--- config.mk ---
export PLATFORM = sky130hd
export DESIGN_NAME = lutram_write_scheduler
export DESIGN_NICKNAME = d
export VERILOG_FILES = /design/src/rtl/clb_pkg.sv /design/src/rtl/lutram_write_scheduler_rr_arbiter.sv /design/src/rtl/lutram_write_scheduler.sv
export SDC_FILE = /design/constraint.sdc
export NUM_CORES = 1
export LEC_CHECK = 0
export ABC_AREA = 1
export CELL_PAD_IN_SITES_DETAIL_PLACEMENT = 1
export CELL_PAD_IN_SITES_GLOBAL_PLACEMENT = 1
export CORE_ASPECT_RATIO = 1.75
export CORE_MARGIN = 5
export CORE_UTILIZATION = 31
export CTS_CLUSTER_SIZE = 40
export DETAILED_ROUTE_END_ITERATION = 8
export GPL_ROUTABILITY_DRIVEN = 0
export GPL_TIMING_DRIVEN = 0
export PLACE_DENSITY_LB_ADDON = 0.1
export SLEW_MARGIN = 5
export SYNTH_ARGS = -nofsm -noshare
export SYNTH_HDL_FRONTEND = slang
export SYNTH_SLANG_ARGS = --single-unit
--- constraint.sdc ---
create_clock -name clk -period 1.6 [get_ports clk]
set_input_delay 0.16 -clock clk [delete_from_list [all_inputs] [get_ports clk]]
set_output_delay 0.16 -clock clk [all_outputs]
set_load 0.03 [all_outputs]
--- src/rtl/clb_pkg.sv ---
// rtl/clb_pkg.sv - shared LUT-RAM defaults and write-scheduler state encoding
package clb_pkg;

    localparam int LUT_ADDR_BITS = 4;

    typedef enum logic {
        LWS_IDLE  = 1'b0,
        LWS_WRITE = 1'b1
    } lws_state_t;

endpackage

--- src/rtl/lutram_write_scheduler_rr_arbiter.sv ---
// rtl/lutram_write_scheduler_rr_arbiter.sv - combinational round-robin arbiter
module rr_arbiter
    import clb_pkg::*;
#(
    parameter int N  = 2,
    parameter int IW = (N > 1) ? $clog2(N) : 1
) (
    input  logic [N-1:0]  req,
    input  logic [IW-1:0] ptr,
    output logic [N-1:0]  gnt,
    output logic [IW-1:0] gnt_idx,
    output logic          any
);

    int            idx;
    logic [IW-1:0] sel;

    // Scan upward from ptr with wrap; the first requester found wins.
    always_comb begin
        gnt     = '0;
        gnt_idx = '0;
        any     = 1'b0;
        idx     = 0;
        sel     = '0;
        for (int k = 0; k < N; k++) begin
            idx = (int'(ptr) + k) % N;
            sel = IW'(idx);
            if (!any && req[sel]) begin
                any      = 1'b1;
                gnt[sel] = 1'b1;
                gnt_idx  = sel;
            end
        end
    end

endmodule

--- src/rtl/lutram_write_scheduler.sv ---
// rtl/lutram_write_scheduler.sv - serializes arbitrated word writes onto a single-bit LUT-RAM write port
module lutram_write_scheduler
    import clb_pkg::*;
#(
    parameter int ADDR_BITS = LUT_ADDR_BITS,
    parameter int NUM_REQ   = 2,
    parameter int WORD_BITS = 4,
    parameter int LEN_BITS  = $clog2(WORD_BITS + 1),
    parameter int GID_BITS  = (NUM_REQ > 1) ? $clog2(NUM_REQ) : 1
) (
    input  logic                           clk,
    input  logic                           rst,
    input  logic                           cen,
    input  logic [NUM_REQ-1:0]             req_valid,
    output logic [NUM_REQ-1:0]             req_ready,
    input  logic [NUM_REQ*ADDR_BITS-1:0]   req_addr,
    input  logic [NUM_REQ*LEN_BITS-1:0]    req_len,
    input  logic [NUM_REQ*WORD_BITS-1:0]   req_data,
    output logic [ADDR_BITS-1:0]           waddr,
    output logic                           data_in,
    output logic                           write_en,
    output logic                           busy,
    output logic [GID_BITS-1:0]            grant_id,
    output logic                           done
);

    lws_state_t            state, state_next;
    logic [GID_BITS-1:0]   rr_ptr;
    logic [ADDR_BITS-1:0]  cur_addr;
    logic [LEN_BITS-1:0]   cnt;
    logic [WORD_BITS-1:0]  shreg;
    logic                  zero_done;

    logic [NUM_REQ-1:0]    gnt;
    logic [GID_BITS-1:0]   gnt_idx;
    logic                  any_req;
    logic                  accept;
    logic                  last_bit;
    logic [ADDR_BITS-1:0]  sel_addr;
    logic [LEN_BITS-1:0]   raw_len;
    logic [LEN_BITS-1:0]   sel_len;
    logic [WORD_BITS-1:0]  sel_data;

    rr_arbiter #(
        .N  (NUM_REQ),
        .IW (GID_BITS)
    ) u_arb (
        .req     (req_valid),
        .ptr     (rr_ptr),
        .gnt     (gnt),
        .gnt_idx (gnt_idx),
        .any     (any_req)
    );

    // Field mux for the winning requester; oversize lengths are clamped to a full word.
    always_comb begin
        sel_addr = req_addr[int'(gnt_idx)*ADDR_BITS +: ADDR_BITS];
        raw_len  = req_len[int'(gnt_idx)*LEN_BITS +: LEN_BITS];
        sel_data = req_data[int'(gnt_idx)*WORD_BITS +: WORD_BITS];
        sel_len  = (raw_len > LEN_BITS'(WORD_BITS)) ? LEN_BITS'(WORD_BITS) : raw_len;
    end

    always_comb begin
        accept     = (state == LWS_IDLE) && !cen && !rst && any_req;
        write_en   = (state == LWS_WRITE) && !cen;
        last_bit   = write_en && (cnt == LEN_BITS'(1));
        req_ready  = accept ? gnt : '0;
        waddr      = write_en ? cur_addr : '0;
        data_in    = write_en & shreg[0];
        busy       = (state == LWS_WRITE);
        done       = zero_done | last_bit;

        state_next = state;
        case (state)
            LWS_IDLE:  if (accept && (sel_len != '0)) state_next = LWS_WRITE;
            LWS_WRITE: if (last_bit) state_next = LWS_IDLE;
            default:   state_next = LWS_IDLE;
        endcase
    end

    always_ff @(posedge clk) begin
        if (rst) begin
            state <= LWS_IDLE;
        end else begin
            state <= state_next;
        end
    end

    always_ff @(posedge clk) begin
        if (rst) begin
            rr_ptr    <= '0;
            cur_addr  <= '0;
            cnt       <= '0;
            shreg     <= '0;
            grant_id  <= '0;
            zero_done <= 1'b0;
        end else begin
            // A zero-length grant still owes its requester a done pulse one cycle later.
            zero_done <= accept && (sel_len == '0);
            if (accept) begin
                cur_addr <= sel_addr;
                cnt      <= sel_len;
                shreg    <= sel_data;
                grant_id <= gnt_idx;
                if (int'(gnt_idx) == NUM_REQ - 1) begin
                    rr_ptr <= '0;
                end else begin
                    rr_ptr <= gnt_idx + 1'b1;
                end
            end else if (write_en) begin
                cur_addr <= cur_addr + 1'b1;
                cnt      <= cnt - 1'b1;
                shreg    <= shreg >> 1;
            end
        end
    end

endmodule

Word level (Yosys, flattened, before mapping)
Index checks and enable logic that the tools add are counted.

Output and inout port bits: 11. Bits in registers: 15. Word-level logic and storage cells: 68. Bits of input ports: 27.

Multipliers: 1. Shift-type cells: 3. Order comparisons: 5. Add/sub/neg operators: 4. Equality and inequality tests: 1. Reductions and logical operators: 16. Bitwise logic cells: 4. Multiplexer cells: 27.

Operator list (number): 4-bit 2-to-1 mux (5); 8-bit by 4-bit variable part select with 4-bit output (2); 1-bit 2-to-1 mux (13); 1-bit logical AND (10); 3-bit 2-to-1 mux (3); 2-bit 2-to-1 mux (3); 6-bit by 4-bit variable part select with 3-bit output (1); 4-bit by 1-bit adder with 4-bit output, second input constant (1); 1-bit by 2-bit less-than comparator with 1-bit output, second input constant (2); 3-bit by 1-bit equality test with 1-bit output, second input constant (1); 3-bit greater-than comparator, second input constant (1); 1-bit zero test (3); 3-bit zero test (1); 1-bit by 2-bit multiplier with 3-bit output, second input constant (1); 3-bit nonzero test (1); 3-bit by 1-bit subtractor with 3-bit output, second input constant (1); 1-bit adder, second input constant (2); 1-bit demux with 1-bit select (2); 1-bit greater-or-equal comparator, second input constant (2); 2-bit OR (1); 1-bit case mux with 2 select lines (1); 2-bit nonzero test (1); 1-bit bitwise AND (1); 1-bit inverter (1); 1-bit OR (1).

Logic depth before layout (Yosys ltp)
Gate-level depths: netlist of the first run.

Depth after elaboration: 14. Mapped depth: 9.

Cells and area by module
From an unflattened synthesis of the first run, not the netlist that was laid out.

Cells, all modules: 196. Area, all modules: 1153.6 um^2.

Modules (own cells, without submodules): lutram_write_scheduler (seq. area each 300.3 um^2, area an instance 1098.6 um^2, cells an instance 182, times used 1); rr_arbiter (seq. area each 0.0 um^2, area an instance 55.1 um^2, cells an instance 14, times used 1).

Least setup slack after synthesis of the first run
OpenSTA, ideal clock, no wires.

Path type: reg2reg. Start point: reg state (netlist: busy). End point: reg cur_addr[0]. Cell stages (with the launch flop): 6. Library setup time: 115 ps. Buffers on the path: 0. Period minus slack after synthesis: 1607 ps. Arrival time: 1491 ps. Setup slack: -7 ps. Cell sequence: dfxtp_1 -> nand2_1 -> nor2_1 -> o21ai_0 -> inv_1 -> a21oi_2.

Longest elaborated chain between the ends: 5. Elaborated cells between the ends (all ways): 7.

Ends and longest elaborated chain: start, declared (line lutram_write_scheduler.sv:27) `lws_state_t state, state_next;`; start signal, assigned (line lutram_write_scheduler.sv:85) `state <= state_next;`; 1-bit inverter; 1-bit logical AND (3 in a row) (line lutram_write_scheduler.sv:64) `accept = (state == LWS_IDLE) && !cen && !rst && any_req;`; 4-bit 2-to-1 mux or 2-bit nonzero test (tied branches); end signal, assigned (line lutram_write_scheduler.sv:101) `cur_addr <= sel_addr;`; end signal, assigned (line lutram_write_scheduler.sv:111) `cur_addr <= cur_addr + 1'b1;`; end, declared (line lutram_write_scheduler.sv:29) `logic [ADDR_BITS-1:0] cur_addr;`.

Several ways; a longest one is shown, not always the timed one. A chain may end at the register's enable or synchronous reset.

Worst setup path after layout of the first run
Start point: reg state (netlist: busy). End point: out busy.

RTL lines: end, declared (line lutram_write_scheduler.sv:22) `output logic busy,`.

No word-level cell between the ends.

==> results.md, run 1 <==
- Critical path arrival: 1.36 ns
- Clock Path Buffers: 2
- Register share of total power: 0.395
- Hpwl dp: 2700 microns
- Via count: 1151
- Post-Syn Area: 1090 sq um
- Slew @ Worst Pin: 0.322 ns
- Routed vias/inst: 4.66
- Drt pass-1 iters: 4
- Initial antenna violation count: 0
- Port bufs: 36
- Sw frac: 0.317
- Avg Synthesized Cell Area: 6.93 sq um
- Deepest level of the CTS H-tree: 1
- I/O pin cnt: 38
- Cells after Synth: 157
- Multi-input gate area: 631 sq um
- Final Hold Violating Endpoints: 0
- Hold Crit Class: in2reg
- Status: complete, no violations
- Sw power: 0.000345 W
- Wire length per cell: 13.4 microns
- Die Span X: 54.8 microns
- Worst-path clk slew: 0.07 ns
- Initial drt markers: 7
- Combinational share of power: 0.311
- Final setup margin: 0.0770 ns
- Clock power frac: 0.295
- Remaining Overflow, GRT: 0
- Core Region: 3400 sq um
- Slew HR: 0.785
- CTS tree: done
- Die Ht: 88.3 microns
- CP cell instances: clkdlybuf4s50_1
- Total wire length: 3310 microns
- Internal power: 0.000742 W
- Mapped Nets: 187
- Worst Setup End Kind: primary output
- CP bufs+invs: 1
- Total power: 0.00109 W
- Vias in the first global route: 1240
- Register area share after synthesis: 0.276
- Share of layout cells above drive strength 1: 0.243
- CTS Sinks: 15
- Setup Slack @ Placement: -0.564 ns
- Crit path kind: reg2out
- Fillers: 457
- Cts hold-fix bufs: 0
- Peak Freq: 657 MHz
- Startpoint Class: flop
- Lkg Pwr: 0.751 nW
- CP max FO: 3
- Die ar.: 4840 sq um
- Final Max Slew Viols: 0
- Final #Nets: 233
- Final setup violation count: 0
- Root Driver: clkbuf_8
- Pin count of the biggest net entering global routing: 11
- Syn. warnings: 0
- Num rows: 28
- Sequential cell area: 300 sq um
- Flop and latch count out of synthesis: 15
- Initial core utilization: 0.320
- Antenna Violating Nets Remaining: 0
- Required @ worst endpoint: 1.44 ns
- Maximum vdd drop: 0.394 mV
- Num CTS Buffers: 3
- Clock Skews: 0.00708 ns
- Synth cell types: 30
- First-pass GRT wire length: 5380 microns
- Final worst-path cycle share: 0.952
- Final setup TNS: 0 ns
- CP max stage cell: clkdlybuf4s50_1
- N_diodes: 0
- Top Family by Delay on Critical Path: buffers and inverters
- PD cells: 678 nW/um^2
- GRT Util Overall: 0.152
- Min cycle time layout: 1.52 ns
- DRC Markers: 0
- Max cap viols: 0
- Max stage delay on crit path: 0.71 ns
- Area delta synth->final: 47.3%
- Clock Latency Late Sink: 0.25 ns
## area by class of cell
class / count / share of cell area
Tap cell: 45 / 0.0352
Buffer: 5 / 0.0367
Multi-Input combinational cell: 107 / 0.394
Timing Repair Buffer: 41 / 0.246
Inverter: 30 / 0.0727
Clock buffer: 4 / 0.0281
Sequential cell: 15 / 0.187
## state kept, by name (all words and copies together), names as in the netlist
register / cells
cur_addr: 4
grant_id: 1
shreg: 4
cnt: 3
rr_ptr: 1
busy: 1
zero_done: 1
## cell usage after synthesis, drive strengths merged
cell type / number / share of area
inv: 27 / 0.096
dfxtp: 15 / 0.28
o21a: 2 / 0.014
a21oi: 7 / 0.049
a31o: 1 / 0.0081
nand3: 15 / 0.081
nand3b: 1 / 0.0069
xor2: 1 / 0.0081
nand2: 45 / 0.18
nor2: 15 / 0.081
nand4: 1 / 0.0058
o21ai: 15 / 0.097
a31oi: 1 / 0.0058
ha: 3 / 0.035
clkbuf: 1 / 0.0046
buf: 4 / 0.046
clkinv: 3 / 0.012
## per-layer routing
| layer | track usage | vias up | part of all wire |
|---|---|---|---|
| met2 | 0.293 | 27 | 0.57 |
| met3 | 0.0287 | 2 | 0.054 |
| li1 | - | 576 | - |
| met4 | 0.0408 | 0 | 0.0075 |
| met5 | 0 | - | 0 |
| met1 | 0.157 | 546 | 0.37 |
## layout by cell type, fill, tap and decap left out, drive strengths merged, types with 2 or more instances in the layout
cell type	count
clkdlybuf4s15	5
dfxtp	15
dlygate4sd2	2
buf	11
nand2	45
o21ai	15
o21a	2
a21oi	7
nor2	15
clkdlybuf4s50	27
clkbuf	5
nand3	15
clkinv	2
ha	3
inv	28
## logic make-up after synthesis
family                     synth area share
DFF                                   0.276
AOI/OAI and AO/OA                     0.174
buffers and inverters                 0.158
adders and majority gates            0.0345
and+or+nand+nor                       0.350
xor gates and xnor gates            0.00806
## path summary, 6_finish.rpt
check	startpoint	end	slack, ns	depth (start not counted)
setup / recovery	busy	busy	0.08	1
hold / removal	req_valid[1]	rr_ptr	0.31	4
setup reg to reg	busy	cnt[0]	0.11	9
hold reg to reg	rr_ptr	rr_ptr	0.47	2
## timing repair
action                                 in CTS  in global routing
setup buffers                               2                  3
setup endpoints to repair                   9                  6
pin swaps                                   2                  2
endpoints found under the hold margin       0                  0
resized for setup                          30                  4
## power groups by stage
| stage | Combinational (W) | Clock, W | Sequential, W |
|---|---|---|---|
| floorplan | 0.000199 | 0 | 0.000438 |
| global placement | 0.000319 | 0 | 0.000435 |
| detailed placement | 0.000331 | 0 | 0.000437 |
| CTS | 0.000334 | 0.000329 | 0.000429 |
| global route | 0.000375 | 0.000345 | 0.000432 |
| finish | 0.000338 | 0.000320 | 0.000429 |
## through the flow
| stage | cells | hold WS [ns] | instance area (sq um) | util |
|---|---|---|---|---|
| detailed placement | 238 | 0.461 | 1510 | 0.443 |
| global placement | 238 | 0.452 | 1510 | 0.443 |
| floorplan | 157 | 0.229 | 1090 | - |
| global route | 247 | 0.341 | 1600 | 0.471 |
| CTS | 244 | 0.331 | 1570 | 0.462 |
| finish | 247 | 0.315 | 1600 | 0.471 |
No activity file was read; power rests on OpenSTA's default activity.
==> run 2, diff against run 1 <==
--- a/config.mk
+++ b/config.mk
@@ -9,7 +9,6 @@
 export CELL_PAD_IN_SITES_DETAIL_PLACEMENT = 1
 export CELL_PAD_IN_SITES_GLOBAL_PLACEMENT = 1
 export CORE_ASPECT_RATIO = 1.75
-export CORE_MARGIN = 5
 export CORE_UTILIZATION = 31
 export CTS_CLUSTER_SIZE = 40
 export DETAILED_ROUTE_END_ITERATION = 8
==> run 2 against run 1 <==
Net effect:
- combinational power up 2%
- largest cell class unchanged
- via count up 1.8%
- sequential power about the same
- register-to-register slack better by 0.04 ns
- global-route usage up 5.5 points
- hold slack better by 0.0010 ns
- sequential share of layout area down 0.21 points
- routed wire length up 3.8%
- worst setup slack worse by 0.0052 ns
- clock-buffer cell count unchanged
==> results.md, run 2 (same netlist as run 1, synthesis figures left out) <==
- PD cells: 674 nW/um^2
- Total wire length: 3440 microns
- Final Cell Area: 1630 sq um
- Largest registers: cur_addr (4), shreg (4), cnt (3)
- Max cap viols: 0
- Clock Skews: 0.00354 ns
- Final #Nets: 235
- Root Driver: clkbuf_8
- Final worst-path cycle share: 0.955
- Maximum vdd drop: 0.335 mV
- Setup Slack @ Placement: -0.586 ns
- Hpwl dp: 2680 microns
- Via count: 1172
- Num rows: 28
- Remaining Overflow, GRT: 0
- Slew @ Worst Pin: 0.331 ns
- Drt pass-1 iters: 2
- RSZ-0062 raised after global routing: yes
- Critical path arrival: 1.37 ns
- Required @ worst endpoint: 1.44 ns
- Share of layout cells above drive strength 1: 0.260
- CTS tree: done
- CP max FO: 4
- Final setup violation count: 0
- Initial core utilization: 0.323
- N_diodes: 0
- Clock Latency Late Sink: 0.25 ns
- Antenna Violating Nets Remaining: 0
- Final Hold Violating Endpoints: 0
- First-pass GRT wire length: 5520 microns
- Min cycle time layout: 1.53 ns
- Final setup margin: 0.0717 ns
- Vias in the first global route: 1192
- Deepest level of the CTS H-tree: 1
- Initial drt markers: 6
- Lkg Pwr: 0.753 nW
- Worst-path clk slew: 0.06 ns
- Commonest non-fill, non-tap cell in the layout: nand2_1
- Core Region: 3360 sq um
- I/O pin cnt: 38
- Wire length per cell: 13.8 microns
- Num CTS Buffers: 3
- Final Max Slew Viols: 0
- Port bufs: 36
- Pin count of the biggest net entering global routing: 11
- Area delta synth->final: 49.6%
- DRC Markers: 0
- Worst Setup End Kind: primary output
- Die ar.: 3760 sq um
- Commonest cells after routing, fill and taps aside: 39 x nand2_1, 27 x clkdlybuf4s50_1, 25 x inv_1
- Dpl cell area: 1510 sq um
- Crit path kind: in2out
- Initial antenna violation count: 0
- CTS Sinks: 15
- Slew HR: 0.779
- Cts hold-fix bufs: 0
- Routed vias/inst: 4.71
- GRT Util Overall: 0.207
- Peak Freq: 654 MHz
- Clock Path Buffers: 2
- Die Ht: 80.3 microns
- Startpoint Class: primary input
- Die Span X: 46.8 microns
- Hold Crit Class: in2reg
- Status: complete, no violations
run 2: stage by stage:
step           utilization  hold WS [ns]  power (W)  setup TNS [ns]  std cells
3_5_place_dp         0.448         0.462   0.000769           -4.82        238
5_1_grt              0.484         0.354    0.00115        -0.00982        249
3_3_place_gp         0.448         0.451   0.000756           -4.35        238
4_1_cts              0.475         0.342    0.00110        -0.00561        246
6_report             0.484         0.316    0.00110               0        249
2_1_floorplan            -         0.229   0.000636               0        157
run 2: area by class of cell:
class                      instances  area (sq um)
buffer                             5          58.8
clock buffer                       4          45.0
fill                             450          1740
inverter                          30           119
multi-input combinational        107           631
sequential                        15           302
tap                               45          56.3
timing repair buffer              43           415
run 2: what timing repair did:
action                                  CTS  global route
setup buffers                             4             3
resized for setup                        32             3
endpoints found under the setup margin    9             6
pin swaps                                 3             1
run 2: where the power goes:
part           leakage (nW)  total [W]  internal, W  switching, W
combinational         0.607   0.000345     0.000165      0.000180
sequential            0.124   0.000431     0.000404     0.0000269
clock                0.0228   0.000319     0.000177      0.000143
run 2: per-layer routing:
metal	vias to the layer above	GRT usage	routed length [microns]
met1	555	0.216	1220
met5	-	0	0
met3	6	0.0315	114
li1	582	-	-
met2	29	0.389	2050
met4	0	0.0714	59
run 2: final timing paths:
path | start | to | slack [ns] | cells after the start
setup / recovery | cen | done | 0.07 | 7
hold / removal | req_valid[1] | rr_ptr | 0.32 | 4
setup reg to reg | busy | cnt[0] | 0.15 | 9
hold reg to reg | rr_ptr | rr_ptr | 0.47 | 2
run 2: critical path, stage by stage:
cell	delay [ns]
clkdlybuf4s50_1	0.47
clkinv_2	0.09
nand2_4	0.11
inv_1	0.09
nand3_2	0.10
nand2_1	0.06
clkdlybuf4s15_2	0.27
==> run 3, diff against run 2 <==
--- a/config.mk
+++ b/config.mk
@@ -9,7 +9,7 @@
 export CELL_PAD_IN_SITES_DETAIL_PLACEMENT = 1
 export CELL_PAD_IN_SITES_GLOBAL_PLACEMENT = 1
 export CORE_ASPECT_RATIO = 1.75
-export CORE_UTILIZATION = 31
+export CORE_UTILIZATION = 27
 export CTS_CLUSTER_SIZE = 40
 export DETAILED_ROUTE_END_ITERATION = 8
 export GPL_ROUTABILITY_DRIVEN = 0
@@ -18,4 +18,5 @@
 export SLEW_MARGIN = 5
 export SYNTH_ARGS = -nofsm -noshare
 export SYNTH_HDL_FRONTEND = slang
+export SYNTH_HIERARCHICAL = 1
 export SYNTH_SLANG_ARGS = --single-unit
==> constraint.sdc (replaced) <==
create_clock -name clk -period 1.2 [get_ports clk]
set_input_delay 0.12 -clock clk [delete_from_list [all_inputs] [get_ports clk]]
set_output_delay 0.12 -clock clk [all_outputs]
set_load 0.03 [all_outputs]
==> run 3 against run 2 <==
Net effect:
- the run now ends with negative setup slack left
- sequential power up 35%
- die area is 21% higher
- synthesized cell count increased by 25%
- critical path type is now reg2out
- highest routed layer unchanged
- critical endpoint is now req_ready[0]
- design area is 28% higher
- via count grew 24%
- worst setup slack got worse by 0.42 ns
==> results.md, run 3 <==
- Status: complete, but fails checks
- Failing checks: negative setup slack
- Clock Path Buffers: 2
- Peak Freq: 648 MHz
- Crit path kind: reg2out
- Largest registers: cur_addr (4), shreg (4), cnt (3)
- Clock Skews: 0.00451 ns
- Hold Crit Class: reg2reg
- Share of async-settable or async-resettable flops after synthesis: 0
- Routed vias/inst: 4.69
- Flop and latch count out of synthesis: 15
- Internal power: 0.00112 W
- Main area contributors after synthesis: dfxtp_1 26%, nand2_1 21%, inv_1 10%, nor2_1 7.5%, nand3_1 5.6%
- Drt pass-1 iters: 4
- Post-Syn Area: 1150 sq um
- Min cycle time layout: 1.54 ns
- Initial antenna violation count: 0
- Die Ht: 88.5 microns
- Worst-path clk slew: 0.07 ns
- Clock Latency Late Sink: 0.25 ns
- Avg Synthesized Cell Area: 5.89 sq um
- Commonest non-fill, non-tap cell in the layout: nand2_1
- Mapped Nets: 226
- Root Driver: clkbuf_8
- Final setup margin: -0.344 ns
- CP max FO: 5
- Area share of the largest cell type after synthesis: 0.260
- Cts hold-fix bufs: 0
- Startpoint Class: flop
- Clock power frac: 0.248
- Fillers: 537
- DRC Markers: 0
- Commonest cells after routing, fill and taps aside: 48 x nand2_1, 24 x inv_1, 23 x clkdlybuf4s50_1
- CTS Sinks: 15
- Slew HR: 0.800
- Cells after Synth: 196
- Area leader, netlist: dfxtp_1
- CP cell instances: nand2_2, inv_2, nor2_2, nand2_2, inv_2, nor2_4, nand2_4, buf_12, nor2_4, buf_6
- Port bufs: 37
- Final #Nets: 291
- Top Family by Delay on Critical Path: simple AND/OR/NAND/NOR gates
- Pin count of the biggest net entering global routing: 11
- Sw frac: 0.350
- Die Span X: 51.4 microns
- Required @ worst endpoint: 1.08 ns
- Top_reg_cell synth: dfxtp_1
- CP bufs+invs: 4
- Post-Place Cells: 282
- Setup Slack @ Placement: -1.11 ns
- Remaining Overflow, GRT: 0
- Critical path arrival: 1.42 ns
- N_diodes: 0
- Worst Setup End Kind: primary output
- Synth cell count leaders: 66 x nand2_1, 32 x inv_1, 23 x nor2_1
- Final setup violation count: 20
- Most frequent cell after synthesis: nand2_1
- CP max stage cell: dfxtp_4
- Via count: 1449
- Initial drt markers: 12
- First-pass GRT wire length: 6290 microns
- Synth cell types: 20
- Maximum vdd drop: 0.472 mV
- Hpwl dp: 2720 microns
- Core Region: 4110 sq um
- Wire length per cell: 13.2 microns
- CTS tree: done
- Share of layout cells above drive strength 1: 0.392
- Slew @ Worst Pin: 0.301 ns
- Die ar.: 4550 sq um
- Final worst-path cycle share: 1.29
- Num CTS Buffers: 3
- Combinational share of power: 0.414
- Area delta synth->final: 79.8%
- Sw power: 0.000602 W
- Final Hold Violating Endpoints: 0
- Layout Cells excl Fill: 309
- Number of enable flip-flop cells after synthesis: 0
- Total wire length: 4070 microns
- GRT Util Overall: 0.189
- I/O pin cnt: 38
- Num rows: 31
- Syn. warnings: 6
- Antenna Violating Nets Remaining: 0
- Max stage delay on crit path: 0.39 ns
- Max cap viols: 0
- Vias in the first global route: 1459
- Final Max Slew Viols: 0
- Total power: 0.00172 W
- Register area share after synthesis: 0.260
- Lkg Pwr: 1.03 nW
- Register share of total power: 0.338
- Deepest level of the CTS H-tree: 1
- RSZ-0062 raised after global routing: yes
- PD cells: 830 nW/um^2
- Initial core utilization: 0.281
==> run 3: cell types whose count changed after synthesis, sizes merged, moves of 2 or more <==
| cell | delta |
|---|---|
| inv | +9 |
| o21a | -2 |
| clkinv | -3 |
| nor2 | +12 |
| nand2 | +27 |
| o21ai | -4 |
| nand4 | +5 |
| buf | +2 |
==> run 3: cells by family after synthesis <==
| group | after synthesis | synth area share |
|---|---|---|
| and+or+nand+nor | 119 | 0.467 |
| buffers and inverters | 42 | 0.163 |
| DFF | 15 | 0.260 |
| AOI/OAI and AO/OA | 17 | 0.0770 |
| adders and majority gates | 3 | 0.0325 |
==> run 3: layout make-up <==
| cell class | count | area [sq um] | area share |
|---|---|---|---|
| Buffer | 6 | 77.6 | 0.0374 |
| Timing Repair Buffer | 60 | 601 | 0.290 |
| Sequential cell | 15 | 308 | 0.148 |
| Multi-Input combinational cell | 139 | 841 | 0.405 |
| Clock buffer | 4 | 45.0 | 0.0217 |
| Tap cell | 49 | 61.3 | 0.0296 |
| Inverter | 36 | 141 | 0.0682 |
==> run 3: per-layer routing <==
metal,up-vias,wire (microns),GRT usage
li1,726,-,-
met1,682,1440,0.170
met2,31,2430,0.388
met3,10,73,0.0223
met4,0,116,0.101
met5,-,0,0
==> run 3: what timing repair did <==
action | in CTS | in global routing
endpoints found under the setup margin | 26 | 23
cloned | 2 | 0
resized for setup | 100 | 35
pin swaps | 8 | 30
setup buffers | 16 | 5
==> run 3: path summary, 6_finish.rpt <==
check                              start      endpoint  slack (ns)  cells past startpoint
worst min-delay path            shreg[3]      shreg[3]        0.49                      2
worst max register to register    rr_ptr      shreg[2]       -0.26                     13
worst max-delay path              rr_ptr  req_ready[0]       -0.34                     10
worst min register to register  shreg[3]      shreg[3]        0.49                      2
==> run 3: stage by stage <==
step                setup TNS (ns)  instance area, sq um  hold WS [ns]   util
floorplan                    -1.38                  1180         0.189      -
global placement            -15.95                  1610         0.459  0.392
detailed placement          -16.03                  1610         0.466  0.392
CTS                          -4.62                  1940         0.476  0.472
global route                 -5.89                  2070         0.503  0.505
finish                       -3.95                  2070         0.486  0.505
==> run 3: worst register-to-register path, stage by stage (launching register included) <==
cell	delay, ns
dfxtp_4	0.39
nand2_2	0.06
inv_2	0.06
nor2_2	0.04
nand2_2	0.07
inv_2	0.05
nor2_4	0.10
nand2_4	0.07
buf_12	0.14
buf_4	0.16
nand2_2	0.06
nand2_1	0.05
nor2_1	0.08
nor2_1	0.04
==> run 3: power by group through the flow <==
stage | sequential [W] | clock [W] | combinational, W
2_1_floorplan | 0.000593 | 0 | 0.000320
3_3_place_gp | 0.000590 | 0 | 0.000518
3_5_place_dp | 0.000592 | 0 | 0.000523
4_1_cts | 0.000582 | 0.000433 | 0.000651
5_1_grt | 0.000589 | 0.000456 | 0.000782
6_report | 0.000582 | 0.000427 | 0.000713
